==> src/rtl/lilme_cmd_seq.sv <==
// Host-side command sequencer for the LilME matrix engine: loads the base address,
// streams A and B from memory, issues MUL, then reads every result element back.
module lilme_cmd_seq #(
    parameter int dw      = 31,
    parameter int aw      = 31,
    parameter int row     = 4,
    parameter int col     = 4,
    parameter int TIMEOUT = 1024,
    parameter int RD_LAT  = 1
) (
    input  logic                          clk,
    input  logic                          reset,
    input  logic                          start,
    input  logic [aw:0]                   base_addr,
    output logic                          job_busy,
    output logic                          done,
    output logic                          error,
    output logic                          mem_rd_en,
    output logic [aw:0]                   mem_addr,
    input  logic                          mem_rd_valid,
    input  logic [dw:0]                   mem_rd_data,
    output logic [2:0]                    ME_opcode,
    output logic                          A_opcode,
    output logic                          B_opcode,
    output logic [aw:0]                   Address_out,
    output logic [dw:0]                   Data_in,
    input  logic                          Busy,
    input  logic [dw:0]                   result,
    output logic                          res_valid,
    output logic [$clog2(row*col)-1:0]    res_index,
    output logic [dw:0]                   res_data
);

    localparam int N  = row * col;
    localparam int IW = $clog2(N);
    localparam int AW = aw + 1;
    localparam int TW = $clog2(TIMEOUT + 1);
    localparam int LW = $clog2(RD_LAT + 1);

    localparam logic [2:0] OP_IDLE     = 3'b000;
    localparam logic [2:0] OP_LOAD_ADR = 3'b001;
    localparam logic [2:0] OP_LOAD_A   = 3'b010;
    localparam logic [2:0] OP_LOAD_B   = 3'b011;
    localparam logic [2:0] OP_MUL      = 3'b101;
    localparam logic [2:0] OP_READ     = 3'b111;

    typedef enum logic [3:0] {
        S_IDLE, S_LD_ADDR, S_FETCH_A, S_PUSH_A, S_FETCH_B, S_PUSH_B,
        S_MUL, S_WAIT, S_READ, S_DONE
    } state_t;

    state_t          state_q, state_d;
    logic [aw:0]     base_q, base_d;
    logic [IW-1:0]   idx_q, idx_d;
    logic [dw:0]     word_q, word_d;
    logic            mem_pend_q, mem_pend_d;
    logic [TW-1:0]   tmo_q, tmo_d;
    logic            rd_pend_q, rd_pend_d;
    logic [LW-1:0]   lat_q, lat_d;
    logic            error_q, error_d;
    logic            res_valid_q, res_valid_d;
    logic [IW-1:0]   res_index_q, res_index_d;
    logic [dw:0]     res_data_q, res_data_d;

    always_ff @(posedge clk or posedge reset) begin
        if (reset) begin
            state_q     <= S_IDLE;
            base_q      <= '0;
            idx_q       <= '0;
            word_q      <= '0;
            mem_pend_q  <= 1'b0;
            tmo_q       <= '0;
            rd_pend_q   <= 1'b0;
            lat_q       <= '0;
            error_q     <= 1'b0;
            res_valid_q <= 1'b0;
            res_index_q <= '0;
            res_data_q  <= '0;
        end else begin
            state_q     <= state_d;
            base_q      <= base_d;
            idx_q       <= idx_d;
            word_q      <= word_d;
            mem_pend_q  <= mem_pend_d;
            tmo_q       <= tmo_d;
            rd_pend_q   <= rd_pend_d;
            lat_q       <= lat_d;
            error_q     <= error_d;
            res_valid_q <= res_valid_d;
            res_index_q <= res_index_d;
            res_data_q  <= res_data_d;
        end
    end

    always_comb begin
        state_d     = state_q;
        base_d      = base_q;
        idx_d       = idx_q;
        word_d      = word_q;
        mem_pend_d  = mem_pend_q;
        tmo_d       = tmo_q;
        rd_pend_d   = rd_pend_q;
        lat_d       = lat_q;
        error_d     = error_q;
        res_valid_d = 1'b0;
        res_index_d = res_index_q;
        res_data_d  = res_data_q;
        ME_opcode   = OP_IDLE;
        A_opcode    = 1'b0;
        B_opcode    = 1'b0;
        mem_rd_en   = 1'b0;
        done        = 1'b0;

        case (state_q)
            S_IDLE: begin
                if (start) begin
                    base_d  = base_addr;
                    error_d = 1'b0;
                    idx_d   = '0;
                    state_d = S_LD_ADDR;
                end
            end
            S_LD_ADDR: begin
                if (!Busy) begin
                    ME_opcode = OP_LOAD_ADR;
                    idx_d     = '0;
                    state_d   = S_FETCH_A;
                end
            end
            S_FETCH_A, S_FETCH_B: begin
                // One request per word; valid is only honoured while a request is pending.
                if (!mem_pend_q) begin
                    mem_rd_en  = 1'b1;
                    mem_pend_d = 1'b1;
                end else if (mem_rd_valid) begin
                    word_d     = mem_rd_data;
                    mem_pend_d = 1'b0;
                    state_d    = (state_q == S_FETCH_A) ? S_PUSH_A : S_PUSH_B;
                end
            end
            S_PUSH_A: begin
                if (!Busy) begin
                    ME_opcode = OP_LOAD_A;
                    A_opcode  = 1'b1;
                    if (idx_q == IW'(N - 1)) begin
                        idx_d   = '0;
                        state_d = S_FETCH_B;
                    end else begin
                        idx_d   = idx_q + IW'(1);
                        state_d = S_FETCH_A;
                    end
                end
            end
            S_PUSH_B: begin
                if (!Busy) begin
                    ME_opcode = OP_LOAD_B;
                    B_opcode  = 1'b1;
                    if (idx_q == IW'(N - 1)) begin
                        idx_d   = '0;
                        state_d = S_MUL;
                    end else begin
                        idx_d   = idx_q + IW'(1);
                        state_d = S_FETCH_B;
                    end
                end
            end
            S_MUL: begin
                if (!Busy) begin
                    ME_opcode = OP_MUL;
                    tmo_d     = TW'(1);
                    state_d   = S_WAIT;
                end
            end
            S_WAIT: begin
                // tmo_q counts cycles since MUL; cycle 1 is skipped so the engine can raise Busy.
                tmo_d = tmo_q + TW'(1);
                if (tmo_q != TW'(1) && !Busy) begin
                    idx_d   = '0;
                    state_d = S_READ;
                end else if (tmo_q >= TW'(TIMEOUT - 1)) begin
                    error_d = 1'b1;
                    state_d = S_DONE;
                end
            end
            S_READ: begin
                if (!rd_pend_q) begin
                    ME_opcode = OP_READ;
                    rd_pend_d = 1'b1;
                    lat_d     = LW'(1);
                end else if (lat_q == LW'(RD_LAT)) begin
                    res_valid_d = 1'b1;
                    res_index_d = idx_q;
                    res_data_d  = result;
                    rd_pend_d   = 1'b0;
                    if (idx_q == IW'(N - 1)) begin
                        state_d = S_DONE;
                    end else begin
                        idx_d = idx_q + IW'(1);
                    end
                end else begin
                    lat_d = lat_q + LW'(1);
                end
            end
            S_DONE: begin
                done    = 1'b1;
                state_d = S_IDLE;
            end
            default: state_d = S_IDLE;
        endcase
    end

    assign job_busy    = (state_q != S_IDLE);
    assign error       = error_q;
    assign Address_out = base_q + AW'(idx_q);
    assign mem_addr    = base_q + AW'(idx_q) + ((state_q == S_FETCH_B) ? AW'(N) : '0);
    assign Data_in     = word_q;
    assign res_valid   = res_valid_q;
    assign res_index   = res_index_q;
    assign res_data    = res_data_q;

endmodule

==> config.mk <==
export PLATFORM = sky130hd
export DESIGN_NAME = lilme_cmd_seq
export DESIGN_NICKNAME = d
export VERILOG_FILES = /design/src/rtl/lilme_cmd_seq.sv
export SDC_FILE = /design/constraint.sdc
export NUM_CORES = 1
export LEC_CHECK = 0
export ABC_AREA = 0
export CORE_ASPECT_RATIO = 0.5
export CORE_MARGIN = 8
export CORE_UTILIZATION = 35
export DETAILED_ROUTE_END_ITERATION = 8
export HOLD_SLACK_MARGIN = 0.06
export MAX_ROUTING_LAYER = met4
export PLACE_DENSITY = 0.62
export RECOVER_POWER = 100
export SKIP_CTS_REPAIR_TIMING = 1
export SYNTH_ARGS = -nofsm -noshare
export SYNTH_HDL_FRONTEND = slang
export SYNTH_SLANG_ARGS = --single-unit
export TNS_END_PERCENT = 20
==> constraint.sdc <==
create_clock -name clk -period 6.3 [get_ports clk]
set_clock_uncertainty 0.1 [all_clocks]
set_input_delay 0.63 -clock clk [delete_from_list [all_inputs] [get_ports clk]]
set_output_delay 0.63 -clock clk [all_outputs]
set_load 0.02 [all_outputs]
# Word-level counts from Yosys, hierarchy flattened
# Cells that the tools add are included.
[totals]
ff_bits = 124
input_bits = 101
word_cells = 114
out_inout_bits = 142
[classes]
n_eq_ne = 27
n_reduce_logical = 16
order_cmp = 1
addsub = 5
n_mux = 53
[op_table]
columns = ["operator", "count"]
rows = [
  ["$mux W4", 20],
  ["$add A32 B4 Y32", 1],
  ["$add A32 B5 Y32", 1],
  ["$pmux W4 S8", 1],
  ["$ne A2 B2 Y1 const B", 15],
  ["$pmux W11 S2", 1],
  ["$pmux W4 S5", 1],
  ["$mux W1", 19],
  ["$eq A4 B3 Y1 const B", 4],
  ["$pmux W3 S5", 1],
  ["$eq A4 B4 Y1 const B", 3],
  ["$mux W3", 4],
  ["$add A11 B1 Y11 const B", 1],
  ["$ge A11 B10 Y1 const B", 1],
  ["$mux W11", 1],
  ["$ne A11 B1 Y1 const B", 1],
  ["$reduce_and A11 Y1", 1],
  ["$eq A4 B2 Y1 const B", 2],
  ["$reduce_and A8 Y1", 1],
  ["$mux W2", 3],
  ["$reduce_and A3 Y1", 2],
  ["$mux W5", 1],
  ["$reduce_bool A5 Y1", 1],
  ["$add A4 B1 Y4 const B", 1],
  ["other kinds (12)", 15],
]

# Depth between registers and ports, before layout
[logic_depth]
ltp_word = 5
depth_mapped = 13
mapped_depth_nobuf = 13

# Worst setup path before layout
# OpenSTA, ideal clock, no wires.
[synth_timing]
path_type = "reg-to-output"
from = "register idx_q[0]"
to = "output port mem_addr[28]"
path_stages_with_launch = 14
n_path_buf = 0
setup_slack_ps = 1580
t_arrival_ps = 3990
required_time_ps = 5570
path_cell_list = "dfrtp_1 > ha_1 > fa_1 > a211oi_2 > nor2_1 > nor2_1 > ha_1 > ha_1 > o21ai_0 > a211oi_2 > nand4_1 > nor4_2 > nand4_1 > xnor2_1"
[synth_via]
elab_chain_cells = 2
[synth_rtl]
columns = ["item", "line_no", "text"]
rows = [
  ["from (decl)", "54", "logic [IW-1:0] idx_q, idx_d;"],
  ["from (signal assigned)", "82", "idx_q <= idx_d;"],
  ["$add A32 B4 Y32", "-", ""],
  ["via Address_out[4]", "25", "output logic [aw:0] Address_out,"],
  ["$add A32 B5 Y32", "215", "assign mem_addr = base_q + AW'(idx_q) + ((state_q == S_FETCH_B) ? AW'(N) : '0);"],
  ["to (decl)", "19", "output logic [aw:0] mem_addr,"],
]
# The timed path passes the listed nets, and every way through them passes these cells.

# Final worst setup path
[layout_timing]
from = "register idx_q[0]"
to = "output port mem_addr[28]"
[layout_via]
elab_chain_cells = 2
[layout_rtl]
columns = ["item", "line_no"]
rows = [
  ["$add A32 B4 Y32", "215"],
  ["$add A32 B5 Y32", "215"],
]
# Every way passes these cells.

==> summary.txt <==
STA
  – Worst setup margin: roughly 0.46 ns
  – Pin slew with the least headroom to its limit: about 3.6 ns
  – Slew HR: -139%
  – Final period util: 92.6%
  – RSZ-0062 raised after global routing: false
  – Setup violations, final: 0
  – Fin crit period: ~5.8 ns
  – Final Hold Vio Count: 0
  – FMAX: 171 MHz
  – Sum Neg Setup Slack: 0 ns
  – Count of final max-slew check failures: approximately 190

Detailed routing
  – WL/cell: between 15 and 20 um
  – DRC viols: 0
  – DR iter-0 viols: about 210
  – Routed WL: between 15000 and 20000 um
  – Final antenna-violating net count: 0
  – Via density: 4.88
  – Via count: between 5000 and 6000
  – Pre-antenna DRT Iters: 4

Clocking
  – Insertion delay to the later sink of the worst-skew pair: ~0.41 ns
  – TritonCTS Sinks: between 100 and 150
  – Clk slew on worst S/H paths: 0.06 ns
  – Num CTS Buffers: 17
  – Clock Path Buffers: 2
  – CTS H-Tree Depth: 4
  – Clock tree from TritonCTS: done
  – Clk root buf: clkbuf_16

Cells and area
  – # nets final: around 950
  – Share of layout cells above drive strength 1: about 18%
  – Most frequent cells in the layout: 135 x dlygate4sd3_1, 124 x dfrtp_1, 107 x clkdlybuf4s50_1, 102 x mux2_2, 43 x nor2_1
  – Area delta synth->final: 48.8%
  – Area occupied by multi-input gates: roughly 3300 um2
  – Antenna cell count: 0
  – Sequential Area: between 3000 and 4000 um2
  – Most common cell after layout, fill and taps aside: dlygate4sd3_1
  – Filler cells: between 1500 and 2000

GRT
  – Overall routing resource usage: between 10% and 20%
  – Initial antenna violation count: 0
  – Grt met3 use: 4.41%
  – Total global routing overflow: 0
  – Wire length of the first global-routing pass: around 31000 um
  – Global routing's busiest layer: met2
  – M2 GR Usage: 28.1%
  – Vias in the first global route: 5651
  – Met1 GRT Util: between 10% and 20%
  – Pin count of the biggest net entering global routing: 80

Floorplan
  – # IOs: 243
  – Starting density of the core: 36.0%
  – Die ar.: 24000 um2
  – Row count: 35
  – Die outline width: roughly 210 um
  – Die span in y: 114 um
  – Core footprint: about 19000 um2

Setup path
  – Slowest CP cell: dlygate4sd3_1
  – CP Capture Type: output port
  – CP Max Fanout: 7
  – Bufs and invs on worst path: 1
  – Critical Path Max Stage Delay: roughly 0.69 ns
  – Critical Path RT: about 5.6 ns
  – Most used cell, CP: ha_1
  – Cell Chain, Critical Path: ha_1, fa_1, a211oi_4, nor2_1, nor2_1, ha_1, ha_1, o21ai_0, a211oi_2, nand4_1, nor4_4, nand4_1, xnor2_1, dlygate4sd3_1
  – Delay-heaviest family, CP: simple AND/OR/NAND/NOR gates
  – Crit path kind: flop to output port
  – Critical path launch point type: flop
  – Critical path arrival: between 5 and 6 ns

Synth
  – Seq/Total Area, Yosys: 46.6%
  – Cell area after synthesis: between 6000 and 7000 um2
  – FF+latch count, synth: approximately 120
  – Number of synthesized flops with an enable pin: 0
  – Async set or reset register ratio after synthesis: 100%
  – Synthesized area per cell: 11.0 um2
  – Yosys warns: 0
  – Synth Instances: between 600 and 700
  – Most used flip-flop cell after synthesis: dfrtp_1
  – Distinct cells, synth: between 60 and 70
  – Syn Nets: between 700 and 800

Pwr
  – Pleak: just over 4 nW
  – Maximum ir drop on the vdd rail: roughly 0.25 mV
  – Pwr Total: around 4.8 mW
  – Power Density: between 400 and 500 nW/um2

Place
  – Detailed Place HPWL: ~15000 um
  – Post-place setup slack: between 0.7 and 0.8 ns
  – Buffers on Ports: approximately 240
  – RePlAce Congestion: roughly 0.85

Flow run
  – Max cap viols: 4

Outcome
  – Violated checks: max-capacitance violations, max-slew violations
  – Status: finished with violations

Worst hold path
  – Hold WC Path Type: flop to flop
synth_stat cells, types with 5 or more instances:
master	count	area [um2]
dfrtp_1	124	3100
mux2_2	103	1160
nor2_1	43	161
xnor2_1	35	307
nand2_1	32	120
o21ai_0	29	145
nand3_1	21	105
xor2_1	19	166
clkbuf_1	18	67.6
inv_1	18	67.6
nor3_1	16	80.1
nand4_1	15	93.8
nor4_1	13	81.3
a21oi_1	12	60.1
ha_1	9	113
and3_1	6	37.5
a31oi_1	5	31.3
buf_4	5	37.5
nand2b_1	5	31.3
or3_1	5	31.3
kinds of logic after synthesis:
family	synth area share, %
simple gates	15.6
compound gates	7.60
flops	46.6
fa+ha+maj	1.99
buf+inv	3.21
xor+xnor	7.34
mux	17.7
state kept, by name, indices dropped and copies added, names as in the netlist:
| name | count |
|---|---|
| Data_in | 32 |
| base_q | 32 |
| res_data | 32 |
| tmo_q | 11 |
| idx_q | 4 |
| res_index | 4 |
| state_q | 4 |
| error | 1 |
| lat_q | 1 |
| mem_pend_q | 1 |
| rd_pend_q | 1 |
| res_valid | 1 |
power breakdown:
group	total [mW]	switching (mW)	internal [mW]
clock network	1.08	0.393	0.683
logic	2.39	1.29	1.10
registers	1.37	0.303	1.07
worst paths after layout:
kind / from / to / slack (ns) / cells after the start
max in group asynchronous: reset / state_q[1] / 2.17 / 3
worst max-delay path: idx_q[0] / mem_addr[28] / 0.46 / 14
worst min-delay path: error / error / 0.38 / 1
min in group asynchronous: reset / res_data[15] / 1.63 / 2
worst min register to register: error / error / 0.38 / 1
worst max register to register: state_q[2] / res_data[6] / 2.05 / 4
layer usage:
layer,vias up,part of all wire (%)
li1,2634,-
met1,2649,43
met2,116,51
met3,15,4.4
met4,0,1.3
met5,-,0
per-stage QoR:
step	cell area (um2)	instances	utilization (%)	hold WS, ns
6_report	9920	1110	53.6	0.381
5_1_grt	9920	1110	53.6	0.418
4_1_cts	9940	1110	53.7	0.395
3_5_place_dp	9300	1078	50.2	0.380
3_3_place_gp	9300	1078	50.2	0.377
2_1_floorplan	6670	605	-	0.357
layout make-up:
class	instances	area share, %
tap	259	3.27
sequential	124	31.3
multi-input combinational	432	33.7
inverter	18	0.694
clock buffer	18	4.43
clock inverter	14	2.09
timing repair buffer	245	24.5
Power figures use the tool's default switching activity.
